==> config.mk <==
export PLATFORM = sky130hd
export DESIGN_NAME = seg7_scan_drv
export DESIGN_NICKNAME = d
export VERILOG_FILES = /design/src/rtl/seg7_scan_drv.sv
export SDC_FILE = /design/constraint.sdc
export NUM_CORES = 1
export LEC_CHECK = 0
export CAP_MARGIN = 20
export CORE_AREA = 5 5 84 86
export DETAILED_ROUTE_END_ITERATION = 12
export DIE_AREA = 0 0 89 91
export SYNTH_ARGS = -nofsm -noshare
export SYNTH_HDL_FRONTEND = slang
export SYNTH_SLANG_ARGS = --single-unit
==> constraint.sdc <==
create_clock -name clk_i -period 4.96 [get_ports clk_i]
set_input_delay 1.24 -clock clk_i [delete_from_list [all_inputs] [get_ports clk_i]]
set_output_delay 1.24 -clock clk_i [all_outputs]
set_load 0.02 [all_outputs]
==> src/rtl/seg7_scan_drv.sv <==
// Scans four latched BCD digits onto a shared 7-segment bus with guard blanking, colon drive and blink.
// Optional feature macro: LZ_BLANK_EN (blank the hours-tens digit when it is zero).
module seg7_scan_drv #(
    parameter int SCAN_DIV     = 1000,
    parameter int GUARD        = 2,
    parameter int BLINK_FRAMES = 64
) (
    input  logic       clk_i,
    input  logic       rst_i,
    input  logic [3:0] digit0_i,
    input  logic [3:0] digit1_i,
    input  logic [3:0] digit2_i,
    input  logic [3:0] digit3_i,
    input  logic       colon_i,
    input  logic       blink_en_i,
    input  logic [3:0] blink_mask_i,
    output logic [6:0] seg_o,
    output logic [3:0] an_o,
    output logic       dp_o
);

    localparam int PW = (SCAN_DIV > 2) ? $clog2(SCAN_DIV) : 1;
    localparam int FW = (BLINK_FRAMES > 1) ? $clog2(BLINK_FRAMES) : 1;
    localparam logic [PW-1:0] PRE_LAST  = PW'(SCAN_DIV - 1);
    localparam logic [PW-1:0] GUARD_END = PW'(GUARD);
    localparam logic [FW-1:0] FR_LAST   = FW'(BLINK_FRAMES - 1);

    logic [PW-1:0]       pre_cnt, pre_nxt;
    logic [1:0]          idx, idx_nxt;
    logic [FW-1:0]       frame_cnt, frame_nxt;
    logic                phase, phase_nxt;
    logic [3:0][3:0]     sh_dig;
    logic                sh_colon, sh_blink;
    logic [3:0]          sh_mask;
    logic                shadow_ld;
    logic [6:0]          seg_nxt;
    logic [3:0]          an_nxt;
    logic                dp_nxt;
    logic [3:0]          digit_cur;
    logic                blank;

    function automatic logic [6:0] dec(input logic [3:0] d);
        case (d)
            4'd0:    dec = 7'h3F;
            4'd1:    dec = 7'h06;
            4'd2:    dec = 7'h5B;
            4'd3:    dec = 7'h4F;
            4'd4:    dec = 7'h66;
            4'd5:    dec = 7'h6D;
            4'd6:    dec = 7'h7D;
            4'd7:    dec = 7'h07;
            4'd8:    dec = 7'h7F;
            4'd9:    dec = 7'h6F;
            default: dec = 7'h40;
        endcase
    endfunction

    // State register, shadow latch and output registers
    always_ff @(posedge clk_i) begin
        if (rst_i) begin
            pre_cnt   <= '0;
            idx       <= '0;
            frame_cnt <= '0;
            phase     <= 1'b0;
            sh_dig    <= '0;
            sh_colon  <= 1'b0;
            sh_blink  <= 1'b0;
            sh_mask   <= '0;
            seg_o     <= '0;
            an_o      <= '0;
            dp_o      <= 1'b0;
        end else begin
            pre_cnt   <= pre_nxt;
            idx       <= idx_nxt;
            frame_cnt <= frame_nxt;
            phase     <= phase_nxt;
            if (shadow_ld) begin
                sh_dig   <= {digit3_i, digit2_i, digit1_i, digit0_i};
                sh_colon <= colon_i;
                sh_blink <= blink_en_i;
                sh_mask  <= blink_mask_i;
            end
            seg_o <= seg_nxt;
            an_o  <= an_nxt;
            dp_o  <= dp_nxt;
        end
    end

    // Next-state: slot prescaler, digit index, frame counter and blink phase
    always_comb begin
        pre_nxt   = pre_cnt + 1'b1;
        idx_nxt   = idx;
        frame_nxt = frame_cnt;
        phase_nxt = phase;
        shadow_ld = (idx == 2'd0) && (pre_cnt == '0);
        if (pre_cnt == PRE_LAST) begin
            pre_nxt = '0;
            idx_nxt = idx + 2'd1;
            if (idx == 2'd3) begin
                if (frame_cnt == FR_LAST) begin
                    frame_nxt = '0;
                    phase_nxt = ~phase;
                end else begin
                    frame_nxt = frame_cnt + 1'b1;
                end
            end
        end
    end

    // Output decode; the slot's first GUARD cycles stay dark so the anode switch never ghosts
    always_comb begin
        seg_nxt   = '0;
        an_nxt    = '0;
        dp_nxt    = 1'b0;
        digit_cur = sh_dig[idx];
        blank     = sh_blink && sh_mask[idx] && phase;
        if (pre_cnt >= GUARD_END) begin
            an_nxt  = 4'b0001 << idx;
            seg_nxt = dec(digit_cur);
            dp_nxt  = (idx == 2'd2) && sh_colon;
`ifdef LZ_BLANK_EN
            if ((idx == 2'd3) && (digit_cur == 4'd0))
                seg_nxt = '0;
`else
`endif
            if (blank) begin
                seg_nxt = '0;
                dp_nxt  = 1'b0;
            end
        end
    end

endmodule

======== Yosys cells after proc, flatten, opt, wreduce, memory -nomap -nowiden ========
Memory sizes are Yosys's and may differ from the RTL's. A register that Yosys moved wholly into a read port is not among the register bits.
Index checks and enable logic that the tools add are counted.
word-level totals
  latch bits .............................. 0
  memory bits (writable) .................. 0
  register bits ........................... 46
  word-level logic and storage cells ...... 42
  memories kept ........................... 1
  bits in read-only memories .............. 112
cells by class
  eq/ne operators ......................... 4
  reductions and logical operators ........ 11
  multiplexer cells ....................... 5
  bitwise operators ....................... 2
  shift operators ......................... 1
  $lt $le $gt $ge ......................... 2
  div/mod/pow operators ................... 0
  $mul .................................... 0
  $add $sub $neg .......................... 3
memories
  memory           depth  bits a word  read ports  clocked after memory_dff  wr ports  line  text
  (no name shown)  16     7            1           1                         0         43    case (d)
operators with widths
  kind                     number
  $add A10 B1 Y10 const B  1
  $eq A10 B10 Y1 const B   1
  $ge A10 B2 Y1 const B    1
  $logic_not A10 Y1        1
  $bmux W4 S2              1
  $add A6 B1 Y6 const B    1
  $eq A6 B6 Y1 const B     1
  $mux W6                  1
  $eq A2 B2 Y1 const B     2
  $logic_and A1 B1 Y1      4
  $mux W4                  1
  $reduce_or A2 Y1         2
  $shl A1 B2 Y4 const A    1
  $lt A2 B3 Y1 const B     1
  $reduce_and A3 Y1        1
  $reduce_or A3 Y1         1
  $add A2 B1 Y2 const B    1
  $bmux W1 S2              1
  $logic_not A2 Y1         1
  $not A1 Y1               2
  $reduce_and A2 Y1        1
  $mux W1                  1

======== Logic depth before layout (Yosys ltp) ========
Gate-level depths: netlist of the first run.
  depth after elaboration ................. 5
  depth in mapped cells ................... 8
  gate-level depth less buffers ........... 7

======== Worst setup path after synthesis of the first run ========
Ideal clock, no wire load.
  path type ............................... input-to-reg
  start ................................... in rst_i
  end ..................................... reg seg_o[0]
  stages on the path ...................... 4
  library setup time ...................... 71 ps
  slack ................................... 2945 ps
  arrival time ............................ 1944 ps
  data required time ...................... 4889 ps
  buffers on the path ..................... 1
  path through ............................ clkbuf_1 a31oi_1 nand2_1 a21oi_1
on the way
  cells in the longest elaborated chain, start to end .. 1
RTL lines
  element                     line  text
  start, declared             9     input logic rst_i,
  $reduce_or A3 Y1 (no line)  -
  end, declared               17    output logic [6:0] seg_o,
No other way between the ends.
A chain may end at the register's enable or synchronous reset.

======== Final worst setup path of the first run ========
  start ................................... in rst_i
  end ..................................... reg pre_cnt[8]
on the way
  cells in the longest elaborated chain, start to end .. 1
RTL lines
  element                     line  text
  $reduce_or A2 Y1 (no line)  -
  end signal, assigned        73    pre_cnt <= pre_nxt;
  end, declared               28    logic [PW-1:0] pre_cnt, pre_nxt;
No other way between the ends.

==> impl_table.tex, run 1 <==
\begin{tabular}{lr}
\hline
Metric & Value \\
\hline
\multicolumn{2}{l}{\textbf{Synth}} \\
\quad Top-count cell post-synth & sky130\_fd\_sc\_hd\_\_dfxtp\_1 \\
\quad Proportion of synthesized chip area in sequential cells & 0.447 \\
\quad Post-Synthesis Cells & 239 \\
\quad Number of enable-type register cells in the synthesized netlist & 0 \\
\quad Commonest cells in the netlist & sky130\_fd\_sc\_hd\_\_dfxtp\_1 (53), sky130\_fd\_sc\_hd\_\_nor2\_1 (45), sky130\_fd\_sc\_hd\_\_mux2i\_1 (24) \\
\quad Ranking of synthesized cells by area & sky130\_fd\_sc\_hd\_\_dfxtp\_1 (45\%), sky130\_fd\_sc\_hd\_\_mux2i\_1 (10\%), sky130\_fd\_sc\_hd\_\_nor2\_1 (7.1\%) \\
\quad Summed instance area of the synthesized netlist & 2370 sq um \\
\quad Synthesized area per cell & around 10 sq um \\
\quad Number of distinct library cells after synthesis & 43 \\
\quad Synthesized net count & 276 \\
\quad Async set-reset flop share out of synthesis & 0 \\
\quad Top\_reg\_cell synth & sky130\_fd\_sc\_hd\_\_dfxtp\_1 \\
\quad Post-synthesis cell type with the largest combined area & sky130\_fd\_sc\_hd\_\_dfxtp\_1 \\
\quad Post-synthesis sequential element count & 53 \\
\quad Count of yosys warnings during synthesis & 0 \\
\quad Portion of synthesized cell area occupied by the leading cell type & 0.447 \\
\multicolumn{2}{l}{\textbf{Placed design}} \\
\quad HPWL reported at the end of detailed placement & 3200 um \\
\quad Count of input and output buffers & 35 \\
\quad Setup slack at placement & 1.91 ns \\
\quad Routability Congestion & about 0.73 \\
\multicolumn{2}{l}{\textbf{Min path}} \\
\quad Hold Startpoint & sh\_colon\$\_SDFFE\_PP0P\_ \\
\quad Classification of the worst-slack hold path & flip-flop to flip-flop \\
\quad Worst Hold Path Cells & 2 \\
\quad Endpoint of the worst hold-timing path & dp\_o\$\_SDFF\_PP0\_ \\
\multicolumn{2}{l}{\textbf{Timing}} \\
\quad Fin crit share & 0.545 \\
\quad Slew headroom & 0.544 \\
\quad Setup total negative slack & 0 ns \\
\quad Final Hold Viols & 0 \\
\quad Final worst clock skew & 0.0116 ns \\
\quad Unrepaired setup endpoints after global routing & false \\
\quad Final Critical Period & 2.71 ns \\
\quad Final-layout worst hold slack & 0.438 ns \\
\quad Final number of max-transition violations & 0 \\
\quad Count of endpoints failing setup in the final report & 0 \\
\quad Fmax achieved & between 300 and 400 MHz \\
\quad Least-Margin Pin Slew & $\sim$0.7 ns \\
\quad Worst-case setup margin in the final layout & 2.25 ns \\
\multicolumn{2}{l}{\textbf{Power}} \\
\quad Static power due to leakage & 1.18 nW \\
\quad Max VDD drop & 139 uV \\
\quad Cell area power density & around 300 nW/um\^{}2 \\
\quad Overall power of the completed layout & 0.000847 W \\
\multicolumn{2}{l}{\textbf{Critical path}} \\
\quad Worst flop-to-flop path startpoint & idx[1]\$\_SDFFE\_PP0P\_ \\
\quad Worst-path fanout max & 19 \\
\quad Critical path data required time & slightly above 5 ns \\
\quad Register-to-Register Path Depth & 7 \\
\quad Setup slack of the worst register-to-register path & between 2 and 3 ns \\
\quad Worst setup path class & primary input to flip-flop \\
\quad Arrival time of the worst setup path & 2.88 ns \\
\quad CP Capture Type & flip-flop \\
\quad Reg-to-reg endpoint & seg\_o[4]\$\_SDFF\_PP0\_ \\
\quad Sort of element at the start of the critical path & primary input \\
\multicolumn{2}{l}{\textbf{Global routing}} \\
\quad GRT Util Overall & 0.113 \\
\quad Largest net degree at the start of global routing & 23 \\
\quad Antenna violations before repair & 0 \\
\quad Number of global-route vias before repair & 1,594 \\
\quad Wire length of the first global-routing pass & 7390 um \\
\quad Overflow after GRT & 0 \\
\multicolumn{2}{l}{\textbf{Drt}} \\
\quad DR DRC count & 0 \\
\quad Count of nets left with antenna violations after detail routing & 0 \\
\quad Total wirelength of the detailed-routed design & 4390 um \\
\quad Vias per cell & 4.87 \\
\quad Via count of the routed design & 1,710 \\
\quad DR iter-0 viols & 90 \\
\quad DR WL/cell & 12.5 um \\
\quad TritonRoute pass-1 iters & 4 \\
\multicolumn{2}{l}{\textbf{Cells and area}} \\
\quad Area growth from synthesis to layout & 21.0\% \\
\quad Share of post-route cells with drive strength above 1 & 0.0876 \\
\quad Sequential standard cell area & around 1100 sq um \\
\quad Total area of multi-input combinational cells & 1220 sq um \\
\quad Number of nets at the end of the flow & 310 \\
\quad Fill cell count & 598 \\
\quad Ant. Diodes & 0 \\
\multicolumn{2}{l}{\textbf{Die}} \\
\quad Area of the die & roughly 8100 sq um \\
\quad DIE HEIGHT & just over 90 um \\
\quad Area inside the core boundary & 6200 sq um \\
\quad Starting density of the core & 0.382 \\
\quad Placement row count & 29 \\
\quad Horizontal die dimension & 89 um \\
\quad I/O pin count & 36 \\
\multicolumn{2}{l}{\textbf{Job}} \\
\quad Max Cap Viol & 0 \\
\multicolumn{2}{l}{\textbf{Clocking}} \\
\quad Clock Latency Late Sink & 0.30 ns \\
\quad Root Buffer Master & sky130\_fd\_sc\_hd\_\_clkbuf\_8 \\
\quad Count of hold-fix buffers inserted at cts & 0 \\
\quad Resize count post-CTS & 0 \\
\quad Clock tree from TritonCTS & done \\
\quad Post-CTS Setup Bufs & 0 \\
\quad H-tree depth & 2 \\
\quad Clock input transition at the sequential cells of the worst setup and hold paths & around 0.10 ns \\
\quad Number of clock sinks seen by CTS & 53 \\
\quad Number of buffers added by the clock tree synthesis step & 5 \\
\quad Maximum count of clock buffers along a single path & 2 \\
\multicolumn{2}{l}{\textbf{Run status}} \\
\quad Run status & complete, no violations \\
\hline
\end{tabular}
-- report_power, final --
part           leakage, nW  internal [W]  switching (W)
sequential           0.433      0.000452      0.0000133
combinational        0.700     0.0000751      0.0000689
clock               0.0481      0.000100       0.000138
total                 1.18      0.000627       0.000220
-- worst max-delay path by stage --
stage	from	endpoint	cells past startpoint
floorplan	rst_i	seg_o[0]$_SDFF_PP0_	4
global placement	rst_i	pre_cnt[7]$_SDFF_PP0_	4
detailed placement	rst_i	pre_cnt[6]$_SDFF_PP0_	4
CTS	rst_i	pre_cnt[6]$_SDFF_PP0_	4
global route	rst_i	seg_o[5]$_SDFF_PP0_	4
finish	rst_i	pre_cnt[8]$_SDFF_PP0_	4
-- cells by family (layout without fill, tap and decap cells) --
| kind of cell | count (synthesis) | after routing | synth area share |
|---|---|---|---|
| muxes | 31 | 31 | 0.160 |
| DFF | 53 | 53 | 0.447 |
| adders and majority gates | 13 | 13 | 0.0686 |
| xor gates and xnor gates | 10 | 10 | 0.0369 |
| and+or+nand+nor | 89 | 89 | 0.187 |
| AOI/OAI and AO/OA | 23 | 23 | 0.0612 |
| buffers and inverters | 20 | 55 | 0.0390 |
-- placed cells by master (no fill, tap or decap), types with 2 or more instances in the layout --
cell                              instances
sky130_fd_sc_hd__a21o_1                   3
sky130_fd_sc_hd__a21oi_1                  9
sky130_fd_sc_hd__and3_1                   5
sky130_fd_sc_hd__buf_4                    2
sky130_fd_sc_hd__clkbuf_8                 5
sky130_fd_sc_hd__clkdlybuf4s50_1         35
sky130_fd_sc_hd__clkinv_4                 2
sky130_fd_sc_hd__dfxtp_1                 53
sky130_fd_sc_hd__ha_1                    13
sky130_fd_sc_hd__inv_1                   10
sky130_fd_sc_hd__mux2i_1                 24
sky130_fd_sc_hd__mux4_2                   5
sky130_fd_sc_hd__nand2_1                 11
sky130_fd_sc_hd__nand3_1                  5
sky130_fd_sc_hd__nand4_1                  4
sky130_fd_sc_hd__nor2_1                  45
sky130_fd_sc_hd__nor3_1                   3
sky130_fd_sc_hd__nor4_1                   2
sky130_fd_sc_hd__o21ai_0                  3
sky130_fd_sc_hd__o31ai_1                  2
sky130_fd_sc_hd__or4_1                    2
sky130_fd_sc_hd__xnor2_1                  5
sky130_fd_sc_hd__xor2_1                   5
-- flip-flops by register name (all words and copies together), names as in the netlist --
| register | flops |
|---|---|
| sh_dig | 16 |
| pre_cnt | 10 |
| seg_o | 7 |
| frame_cnt | 6 |
| an_o | 4 |
| sh_mask | 4 |
| idx | 2 |
| dp_o | 1 |
| phase | 1 |
| sh_blink | 1 |
| sh_colon | 1 |
-- cell type report --
class                           instances  share of cell area
Clock buffer                            5              0.0240
Clock inverter                          3             0.00785
Inverter                               10              0.0131
Multi-Input combinational cell        166               0.425
Sequential cell                        53               0.370
Tap cell                               77              0.0336
Timing Repair Buffer                   37               0.127
-- routing by layer --
| metal | GRT usage | vias up | wire (um) |
|---|---|---|---|
| met5 | 0 | - | 0 |
| met3 | 0.0244 | 2 | 170 |
| met2 | 0.175 | 27 | 2030 |
| li1 | - | 890 | - |
| met4 | 0.0335 | 0 | 41 |
| met1 | 0.159 | 791 | 2140 |
-- through the flow --
| step | area [sq um] | util | instances |
|---|---|---|---|
| 3_5_place_dp | 2780 | 0.448 | 343 |
| 5_1_grt | 2870 | 0.463 | 351 |
| 3_3_place_gp | 2780 | 0.448 | 343 |
| 4_1_cts | 2870 | 0.463 | 351 |
| 6_report | 2870 | 0.463 | 351 |
| 2_1_floorplan | 2370 | - | 239 |
-- critical path: stages --
cell                              delay (ns)
sky130_fd_sc_hd__clkdlybuf4s50_1        0.91
sky130_fd_sc_hd__buf_4                  0.35
sky130_fd_sc_hd__or2b_1                 0.29
sky130_fd_sc_hd__nor2_1                 0.08
Power figures use the tool's default switching activity.
==> run 2, diff against run 1 <==
Clock period 4.96 ns to 2.5 ns, I/O delays scaled along.
==> run 2 against run 1 <==
Compared with the run above: clock power rose by 140%; setup slack got worse by 1.7 ns; count of clock-buffer cells in the layout rose by 1; via count fell by 1.2%; non-clock buffer count rose by 3; core utilization rose by 0.69 points; critical path depth rose by 1; hold slack improved by 0.0040 ns; critical endpoint is now phase$_SDFFE_PP0P_; largest power group unchanged; highest routed layer unchanged.
==> impl_table.tex, run 2 (same netlist as run 1, synthesis figures left out) <==
\begin{tabular}{lr}
\hline
Metric & Value \\
\hline
\multicolumn{2}{l}{\textbf{Min path}} \\
\quad Endpoint of the worst hold-timing path & dp\_o\$\_SDFF\_PP0\_ (unchanged) \\
\quad Worst Hold Path Cells & 2 (unchanged) \\
\quad Classification of the worst-slack hold path & flip-flop to flip-flop (unchanged) \\
\quad Hold Startpoint & sh\_colon\$\_SDFFE\_PP0P\_ (unchanged) \\
\multicolumn{2}{l}{\textbf{Cells and area}} \\
\quad Cell area after layout & 2910 sq um (was 2870 sq um) \\
\quad Number of nets at the end of the flow & 313 (was 310) \\
\quad Largest register by flop count & sh\_dig (unchanged) \\
\quad Area growth from synthesis to layout & 22.8\% (was 21.0\%) \\
\quad Leading cell type in the layout, fill and taps excluded & sky130\_fd\_sc\_hd\_\_dfxtp\_1 (unchanged) \\
\quad Largest register FFs & 16 (unchanged) \\
\quad Share of post-route cells with drive strength above 1 & 0.0939 (was 0.0876) \\
\quad Top library cells by usage in the layout, fill and taps aside & sky130\_fd\_sc\_hd\_\_dfxtp\_1 (53), sky130\_fd\_sc\_hd\_\_nor2\_1 (45), sky130\_fd\_sc\_hd\_\_clkdlybuf4s50\_1 (35) (unchanged) \\
\quad Fill cell count & 584 (was 598) \\
\quad Top Registers & sh\_dig (16), pre\_cnt (10), seg\_o (7) (unchanged) \\
\quad Ant. Diodes & 0 (unchanged) \\
\multicolumn{2}{l}{\textbf{Timing}} \\
\quad Fmax achieved & 527 MHz \\
\quad Final Critical Period & 1.90 ns \\
\quad Slew headroom & 0.728 (was 0.544) \\
\quad Final Hold Viols & 0 (unchanged) \\
\quad Fin crit share & 0.759 \\
\quad Final worst clock skew & 0.0142 ns (was 0.0116 ns) \\
\quad Least-Margin Pin Slew & 0.404 ns (was 0.682 ns) \\
\quad Final number of max-transition violations & 0 (unchanged) \\
\quad Setup total negative slack & 0 ns (unchanged) \\
\quad Unrepaired setup endpoints after global routing & false (unchanged) \\
\quad Count of endpoints failing setup in the final report & 0 (unchanged) \\
\multicolumn{2}{l}{\textbf{Critical path}} \\
\quad Worst-path fanout max & 10 (was 19) \\
\quad Sort of element at the start of the critical path & flip-flop (was primary input) \\
\quad Startpoint of the most critical setup path & pre\_cnt[0]\$\_SDFF\_PP0\_ (was rst\_i) \\
\quad Register-to-Register Path Depth & 5 (was 7) \\
\quad Setup slack of the worst register-to-register path & 0.60 ns (was 2.78 ns) \\
\quad Worst setup path class & flip-flop to flip-flop (was primary input to flip-flop) \\
\quad Reg-to-reg endpoint & phase\$\_SDFFE\_PP0P\_ (was seg\_o[4]\$\_SDFF\_PP0\_) \\
\quad Critical path data required time & 2.70 ns (was 5.14 ns) \\
\quad Arrival time of the worst setup path & 2.10 ns (was 2.88 ns) \\
\quad Worst flop-to-flop path startpoint & pre\_cnt[0]\$\_SDFF\_PP0\_ (was idx[1]\$\_SDFFE\_PP0P\_) \\
\quad CP Capture Type & flip-flop (unchanged) \\
\multicolumn{2}{l}{\textbf{Drt}} \\
\quad Count of nets left with antenna violations after detail routing & 0 (unchanged) \\
\quad Via count of the routed design & 1,690 (was 1,710) \\
\quad Total wirelength of the detailed-routed design & 4430 um (was 4390 um) \\
\quad Length of routed met3 wiring & 203 um (was 170 um) \\
\quad Vias per cell & 4.77 (was 4.87) \\
\quad DR DRC count & 0 (unchanged) \\
\quad DR iter-0 viols & 95 (was 90) \\
\quad DR WL/cell & 12.5 um (about the same) \\
\quad Met1 WL & 2130 um (was 2140 um) \\
\quad TritonRoute pass-1 iters & 4 (unchanged) \\
\quad Routed length on met2 & 2040 um (was 2030 um) \\
\quad Topmost layer with routed signal wires & met4 (unchanged) \\
\multicolumn{2}{l}{\textbf{Die}} \\
\quad Placement row count & 29 (unchanged) \\
\quad Area of the die & 8100 sq um (unchanged) \\
\quad Starting density of the core & 0.382 (unchanged) \\
\quad Area inside the core boundary & 6200 sq um (unchanged) \\
\quad I/O pin count & 36 (unchanged) \\
\quad DIE HEIGHT & 91 um (unchanged) \\
\quad Horizontal die dimension & 89 um (unchanged) \\
\multicolumn{2}{l}{\textbf{Clocking}} \\
\quad Resize count post-CTS & 0 (unchanged) \\
\quad Number of clock sinks seen by CTS & 53 (unchanged) \\
\quad Clock Latency Late Sink & 0.31 ns (was 0.30 ns) \\
\quad Clock input transition at the sequential cells of the worst setup and hold paths & 0.10 ns (about the same) \\
\quad Post-CTS Setup Bufs & 0 (unchanged) \\
\quad Count of hold-fix buffers inserted at cts & 0 (unchanged) \\
\quad Maximum count of clock buffers along a single path & 2 (unchanged) \\
\quad H-tree depth & 2 (unchanged) \\
\quad Clock tree from TritonCTS & done (unchanged) \\
\quad Root Buffer Master & sky130\_fd\_sc\_hd\_\_clkbuf\_8 (unchanged) \\
\quad Number of buffers added by the clock tree synthesis step & 5 (unchanged) \\
\multicolumn{2}{l}{\textbf{Placed design}} \\
\quad HPWL reported at the end of detailed placement & 3260 um (was 3200 um) \\
\quad Routability Congestion & 0.762 (was 0.730) \\
\quad Count of input and output buffers & 35 (unchanged) \\
\quad Post-detailed-placement cell area & 2800 sq um (was 2780 sq um) \\
\multicolumn{2}{l}{\textbf{Global routing}} \\
\quad Antenna violations before repair & 0 (unchanged) \\
\quad GRT Util Overall & 0.121 (was 0.113) \\
\quad Number of global-route vias before repair & 1,670 (was 1,594) \\
\quad Wire length of the first global-routing pass & 7720 um (was 7390 um) \\
\quad Overflow after GRT & 0 (unchanged) \\
\quad Largest net degree at the start of global routing & 36 (was 23) \\
\multicolumn{2}{l}{\textbf{Power}} \\
\quad Max VDD drop & 340 uV (was 139 uV) \\
\quad Cell area power density & 614 nW/um\^{}2 (was 295 nW/um\^{}2) \\
\quad Static power due to leakage & 1.20 nW (was 1.18 nW) \\
\multicolumn{2}{l}{\textbf{Job}} \\
\quad Max Cap Viol & 0 (unchanged) \\
\multicolumn{2}{l}{\textbf{Run status}} \\
\quad Run status & complete, no violations (unchanged) \\
\hline
\end{tabular}
==> run 2: changes by cell type in the layout (fill, tap and decap cells not counted) <==
cell	previous run	this run
sky130_fd_sc_hd__buf_4	2	5
sky130_fd_sc_hd__bufinv_16	0	1
sky130_fd_sc_hd__clkbuf_1	0	1
sky130_fd_sc_hd__clkinv_2	1	0
sky130_fd_sc_hd__clkinv_4	2	1
==> run 2: metrics by stage <==
stage                     hold WS, ns  cells  worst slack, ns  total power [W]   util
after global routing            0.502    354            0.470          0.00189  0.469
after detailed placement        0.434    346            0.432          0.00123  0.452
after global placement          0.420    346            0.457          0.00123  0.452
after CTS                       0.448    354            0.590          0.00181  0.469
after floorplan                 0.409    239            0.615          0.00113      -
final                           0.442    354            0.601          0.00179  0.469
==> run 2: how the worst max path moves through the flow <==
stage	slack, ns	endpoint
6_report	0.60	phase$_SDFFE_PP0P_
2_1_floorplan	0.62	seg_o[4]$_SDFF_PP0_
3_5_place_dp	0.43	pre_cnt[6]$_SDFF_PP0_
4_1_cts	0.59	phase$_SDFFE_PP0P_
5_1_grt	0.47	frame_cnt[5]$_SDFFE_PP0P_
3_3_place_gp	0.46	pre_cnt[5]$_SDFF_PP0_
==> run 2: cell type report <==
class | instances | area (sq um) | share of cell area
timing repair buffer | 40 | 388 | 0.133
inverter | 10 | 37.5 | 0.0129
multi-input combinational | 166 | 1220 | 0.418
clock inverter | 2 | 38.8 | 0.0133
tap | 77 | 96.3 | 0.0331
sequential | 53 | 1060 | 0.364
clock buffer | 6 | 72.6 | 0.0249
==> run 2: power breakdown <==
group	internal [W]	switching, W	leakage [nW]	total (W)
logic	0.000151	0.000139	0.716	0.000290
registers	0.000896	0.0000244	0.433	0.000921
clock network	0.000301	0.000277	0.0554	0.000578
==> run 2: per-layer routing <==
metal,vias to the layer above,track usage
li1,894,-
met1,765,0.161
met2,27,0.188
met3,4,0.0308
met4,0,0.0409
met5,-,0
==> run 2: critical path, cell delays in order (launching register included) <==
cell,delay (ns)
sky130_fd_sc_hd__dfxtp_1,0.41
sky130_fd_sc_hd__ha_1,0.28
sky130_fd_sc_hd__and4bb_4,0.29
sky130_fd_sc_hd__nand3_4,0.13
sky130_fd_sc_hd__nor3_1,0.31
sky130_fd_sc_hd__mux2_2,0.37
==> run 3, diff against run 2 <==
Clock period 2.5 ns to 1.71 ns, I/O delays scaled along.
==> run 3 against run 2 <==
Compared with the run above: total power grew 45%; critical path type unchanged; combinational power increased by 74%; sequential share of layout area decreased by 2.5 points; hold slack better by 0.055 ns; critical path depth is 2 higher.
==> impl_table.tex, run 3 (same netlist as run 1, synthesis figures left out) <==
\begin{tabular}{lr}
\hline
Metric & Value \\
\hline
\multicolumn{2}{l}{\textbf{Power}} \\
\quad Cell area power density & 822 nW/um\^{}2 (was 614 nW/um\^{}2) \\
\quad Overall power of the completed layout & 0.00259 W (was 0.00179 W) \\
\quad Static power due to leakage & 1.41 nW (was 1.20 nW) \\
\quad Switching power & 0.000706 W (was 0.000440 W) \\
\quad Share of total power consumed by net switching & 0.273 (was 0.246) \\
\quad Combinational share of power & 0.195 (was 0.162) \\
\quad Internal power & 0.00188 W (was 0.00135 W) \\
\quad Sequential power share & 0.520 (was 0.515) \\
\quad Clock network fraction of total power & 0.285 (was 0.323) \\
\quad Max VDD drop & 389 uV (was 340 uV) \\
\multicolumn{2}{l}{\textbf{Critical path}} \\
\quad Worst flop-to-flop path startpoint & idx[1]\$\_SDFFE\_PP0P\_ (was pre\_cnt[0]\$\_SDFF\_PP0\_) \\
\quad Worst-path fanout max & 4 (was 10) \\
\quad Total buffers and inverters traversed by the critical path & 2 (was 0) \\
\quad Register-to-Register Path Depth & 7 (was 5) \\
\quad CP cell instances & mux4\_2 > inv\_4 > ha\_4 > inv\_2 > mux2\_4 > a2bb2oi\_2 > nor2\_2 (was ha\_1 > and4bb\_4 > nand3\_4 > nor3\_1 > mux2\_2) \\
\quad Slowest CP cell & sky130\_fd\_sc\_hd\_\_mux4\_2 (was sky130\_fd\_sc\_hd\_\_dfxtp\_1) \\
\quad Critical path data required time & 1.97 ns (was 2.70 ns) \\
\quad Arrival time of the worst setup path & 1.93 ns (was 2.10 ns) \\
\quad CP Capture Type & flip-flop (unchanged) \\
\quad Top delay family on crit path & multiplexers (was simple AND/OR/NAND/NOR gates) \\
\quad Worst setup path class & flip-flop to flip-flop (unchanged) \\
\quad Largest incremental delay on the critical path & 0.55 ns (was 0.41 ns) \\
\quad Setup slack of the worst register-to-register path & 0.04 ns (was 0.60 ns) \\
\quad Sort of element at the start of the critical path & flip-flop (unchanged) \\
\quad Reg-to-reg endpoint & seg\_o[4]\$\_SDFF\_PP0\_ (was phase\$\_SDFFE\_PP0P\_) \\
\multicolumn{2}{l}{\textbf{Drt}} \\
\quad DR iter-0 viols & 76 (was 95) \\
\quad Count of nets left with antenna violations after detail routing & 0 (unchanged) \\
\quad DR DRC count & 0 (unchanged) \\
\quad Total wirelength of the detailed-routed design & 5010 um (was 4430 um) \\
\quad Via count of the routed design & 1,764 (was 1,690) \\
\quad Vias per cell & 4.77 (about the same) \\
\quad DR WL/cell & 13.6 um (was 12.5 um) \\
\quad TritonRoute pass-1 iters & 4 (unchanged) \\
\multicolumn{2}{l}{\textbf{Cells and area}} \\
\quad Share of post-route cells with drive strength above 1 & 0.218 (was 0.0939) \\
\quad Area growth from synthesis to layout & 32.8\% (was 22.8\%) \\
\quad Largest register by flop count & sh\_dig (unchanged) \\
\quad Ant. Diodes & 0 (unchanged) \\
\quad Sequential standard cell area & 1070 sq um (was 1060 sq um) \\
\quad Top Registers & sh\_dig (16), pre\_cnt (10), seg\_o (7) (unchanged) \\
\quad Number of standard cells in the final layout excluding fillers & 370 (was 354) \\
\quad Number of nets at the end of the flow & 329 (was 313) \\
\quad Fill cell count & 592 (was 584) \\
\quad Top library cells by usage in the layout, fill and taps aside & sky130\_fd\_sc\_hd\_\_dfxtp\_1 (49), sky130\_fd\_sc\_hd\_\_nor2\_1 (45), sky130\_fd\_sc\_hd\_\_clkdlybuf4s50\_1 (27) (was sky130\_fd\_sc\_hd\_\_dfxtp\_1 (53), sky130\_fd\_sc\_hd\_\_nor2\_1 (45), sky130\_fd\_sc\_hd\_\_clkdlybuf4s50\_1 (35)) \\
\quad Total area of multi-input combinational cells & 1290 sq um (was 1220 sq um) \\
\quad Leading cell type in the layout, fill and taps excluded & sky130\_fd\_sc\_hd\_\_dfxtp\_1 (unchanged) \\
\quad Largest register FFs & 16 (unchanged) \\
\multicolumn{2}{l}{\textbf{Clocking}} \\
\quad Number of clock sinks seen by CTS & 53 (unchanged) \\
\quad H-tree depth & 2 (unchanged) \\
\quad Root Buffer Master & sky130\_fd\_sc\_hd\_\_clkbuf\_8 (unchanged) \\
\quad Count of hold-fix buffers inserted at cts & 0 (unchanged) \\
\quad Maximum count of clock buffers along a single path & 2 (unchanged) \\
\quad Clock Latency Late Sink & 0.31 ns (about the same) \\
\quad Clock tree from TritonCTS & done (unchanged) \\
\quad Number of buffers added by the clock tree synthesis step & 5 (unchanged) \\
\quad Clock input transition at the sequential cells of the worst setup and hold paths & 0.10 ns (about the same) \\
\multicolumn{2}{l}{\textbf{Global routing}} \\
\quad Number of global-route vias before repair & 1,720 (was 1,670) \\
\quad GRT Util Overall & 0.127 (was 0.121) \\
\quad Overflow after GRT & 0 (unchanged) \\
\quad Largest net degree at the start of global routing & 25 (was 36) \\
\quad Antenna violations before repair & 0 (unchanged) \\
\quad Wire length of the first global-routing pass & 8200 um (was 7720 um) \\
\multicolumn{2}{l}{\textbf{Job}} \\
\quad Max Cap Viol & 0 (unchanged) \\
\multicolumn{2}{l}{\textbf{Die}} \\
\quad Placement row count & 29 (unchanged) \\
\quad Area of the die & 8100 sq um (unchanged) \\
\quad I/O pin count & 36 (unchanged) \\
\quad DIE HEIGHT & 91 um (unchanged) \\
\quad Horizontal die dimension & 89 um (unchanged) \\
\quad Starting density of the core & 0.382 (unchanged) \\
\quad Area inside the core boundary & 6200 sq um (unchanged) \\
\multicolumn{2}{l}{\textbf{Timing}} \\
\quad Final-layout worst hold slack & 0.496 ns (was 0.442 ns) \\
\quad Final Critical Period & 1.67 ns (was 1.90 ns) \\
\quad Final Hold Viols & 0 (unchanged) \\
\quad Least-Margin Pin Slew & 0.284 ns (was 0.404 ns) \\
\quad Slew headroom & 0.809 (was 0.728) \\
\quad Fin crit share & 0.979 (was 0.759) \\
\quad Fmax achieved & 597 MHz (was 527 MHz) \\
\quad Setup total negative slack & 0 ns (unchanged) \\
\quad Final number of max-transition violations & 0 (unchanged) \\
\quad Unrepaired setup endpoints after global routing & true (was false) \\
\quad Count of endpoints failing setup in the final report & 0 (unchanged) \\
\quad Final worst clock skew & 0.00747 ns (was 0.0142 ns) \\
\multicolumn{2}{l}{\textbf{Min path}} \\
\quad Classification of the worst-slack hold path & flip-flop to flip-flop (unchanged) \\
\quad Worst Hold Path Cells & 2 (unchanged) \\
\quad Endpoint of the worst hold-timing path & frame\_cnt[3]\$\_SDFFE\_PP0P\_ (was dp\_o\$\_SDFF\_PP0\_) \\
\quad Hold Startpoint & frame\_cnt[3]\$\_SDFFE\_PP0P\_ (was sh\_colon\$\_SDFFE\_PP0P\_) \\
\multicolumn{2}{l}{\textbf{Run status}} \\
\quad Run status & complete, no violations (unchanged) \\
\multicolumn{2}{l}{\textbf{Placed design}} \\
\quad Placed Cells & 360 (was 346) \\
\quad Routability Congestion & 0.813 (was 0.762) \\
\quad HPWL reported at the end of detailed placement & 3630 um (was 3260 um) \\
\quad Count of input and output buffers & 35 (unchanged) \\
\hline
\end{tabular}
## run 3: tightest hold or removal path: stages, from the launching register on
cell and delay (ns):
sky130_fd_sc_hd__dfxtp_1 0.32, sky130_fd_sc_hd__o21ai_0 0.07, sky130_fd_sc_hd__a21oi_1 0.06
## run 3: metal layers
layer  share of wire  vias up  global-route usage
met3           0.045        4              0.0326
met5               0        -                   0
met2            0.44       35               0.185
li1                -      927                   -
met1            0.50      798               0.186
met4           0.011        0              0.0372
## run 3: final cells by class
class                      count  area share
clock inverter                 3     0.00834
sequential                    53       0.339
tap                           77      0.0306
clock buffer                   5      0.0219
inverter                      10      0.0127
timing repair buffer          56       0.176
multi-input combinational    166       0.411
## run 3: through the flow
step / util / worst slack [ns] / instance area [sq um]
floorplan: - / -0.0584 / 2400
global placement: 0.474 / 0.0674 / 2940
detailed placement: 0.474 / 0.0242 / 2940
CTS: 0.490 / 0.0138 / 3040
global route: 0.508 / -0.0219 / 3150
finish: 0.508 / 0.0351 / 3150
## run 3: worst max path at each step
stage | start | endpoint | cells past startpoint
2_1_floorplan | idx[0]$_SDFFE_PP0P_ | seg_o[4]$_SDFF_PP0_ | 8
3_3_place_gp | idx[0]$_SDFFE_PP0P_ | frame_cnt[5]$_SDFFE_PP0P_ | 6
3_5_place_dp | idx[0]$_SDFFE_PP0P_ | frame_cnt[5]$_SDFFE_PP0P_ | 6
4_1_cts | idx[0]$_SDFFE_PP0P_ | seg_o[4]$_SDFF_PP0_ | 7
5_1_grt | idx[0]$_SDFFE_PP0P_ | seg_o[4]$_SDFF_PP0_ | 7
6_report | idx[1]$_SDFFE_PP0P_ | seg_o[4]$_SDFF_PP0_ | 7
## run 3: repair_timing
item                       in CTS  in global routing
buffers inserted                0                  1
hold endpoints to repair        0                  0
pin swaps                       0                  1
setup endpoints to repair       2                 39
gates resized for setup         2                 23
cloned                          0                  1
## run 3: power groups by stage
stage	logic, W	clock network [W]	registers [W]
floorplan	0.000265	0	0.00140
global placement	0.000469	0	0.00138
detailed placement	0.000470	0	0.00138
CTS	0.000473	0.000767	0.00135
global route	0.000551	0.000841	0.00136
finish	0.000506	0.000736	0.00135
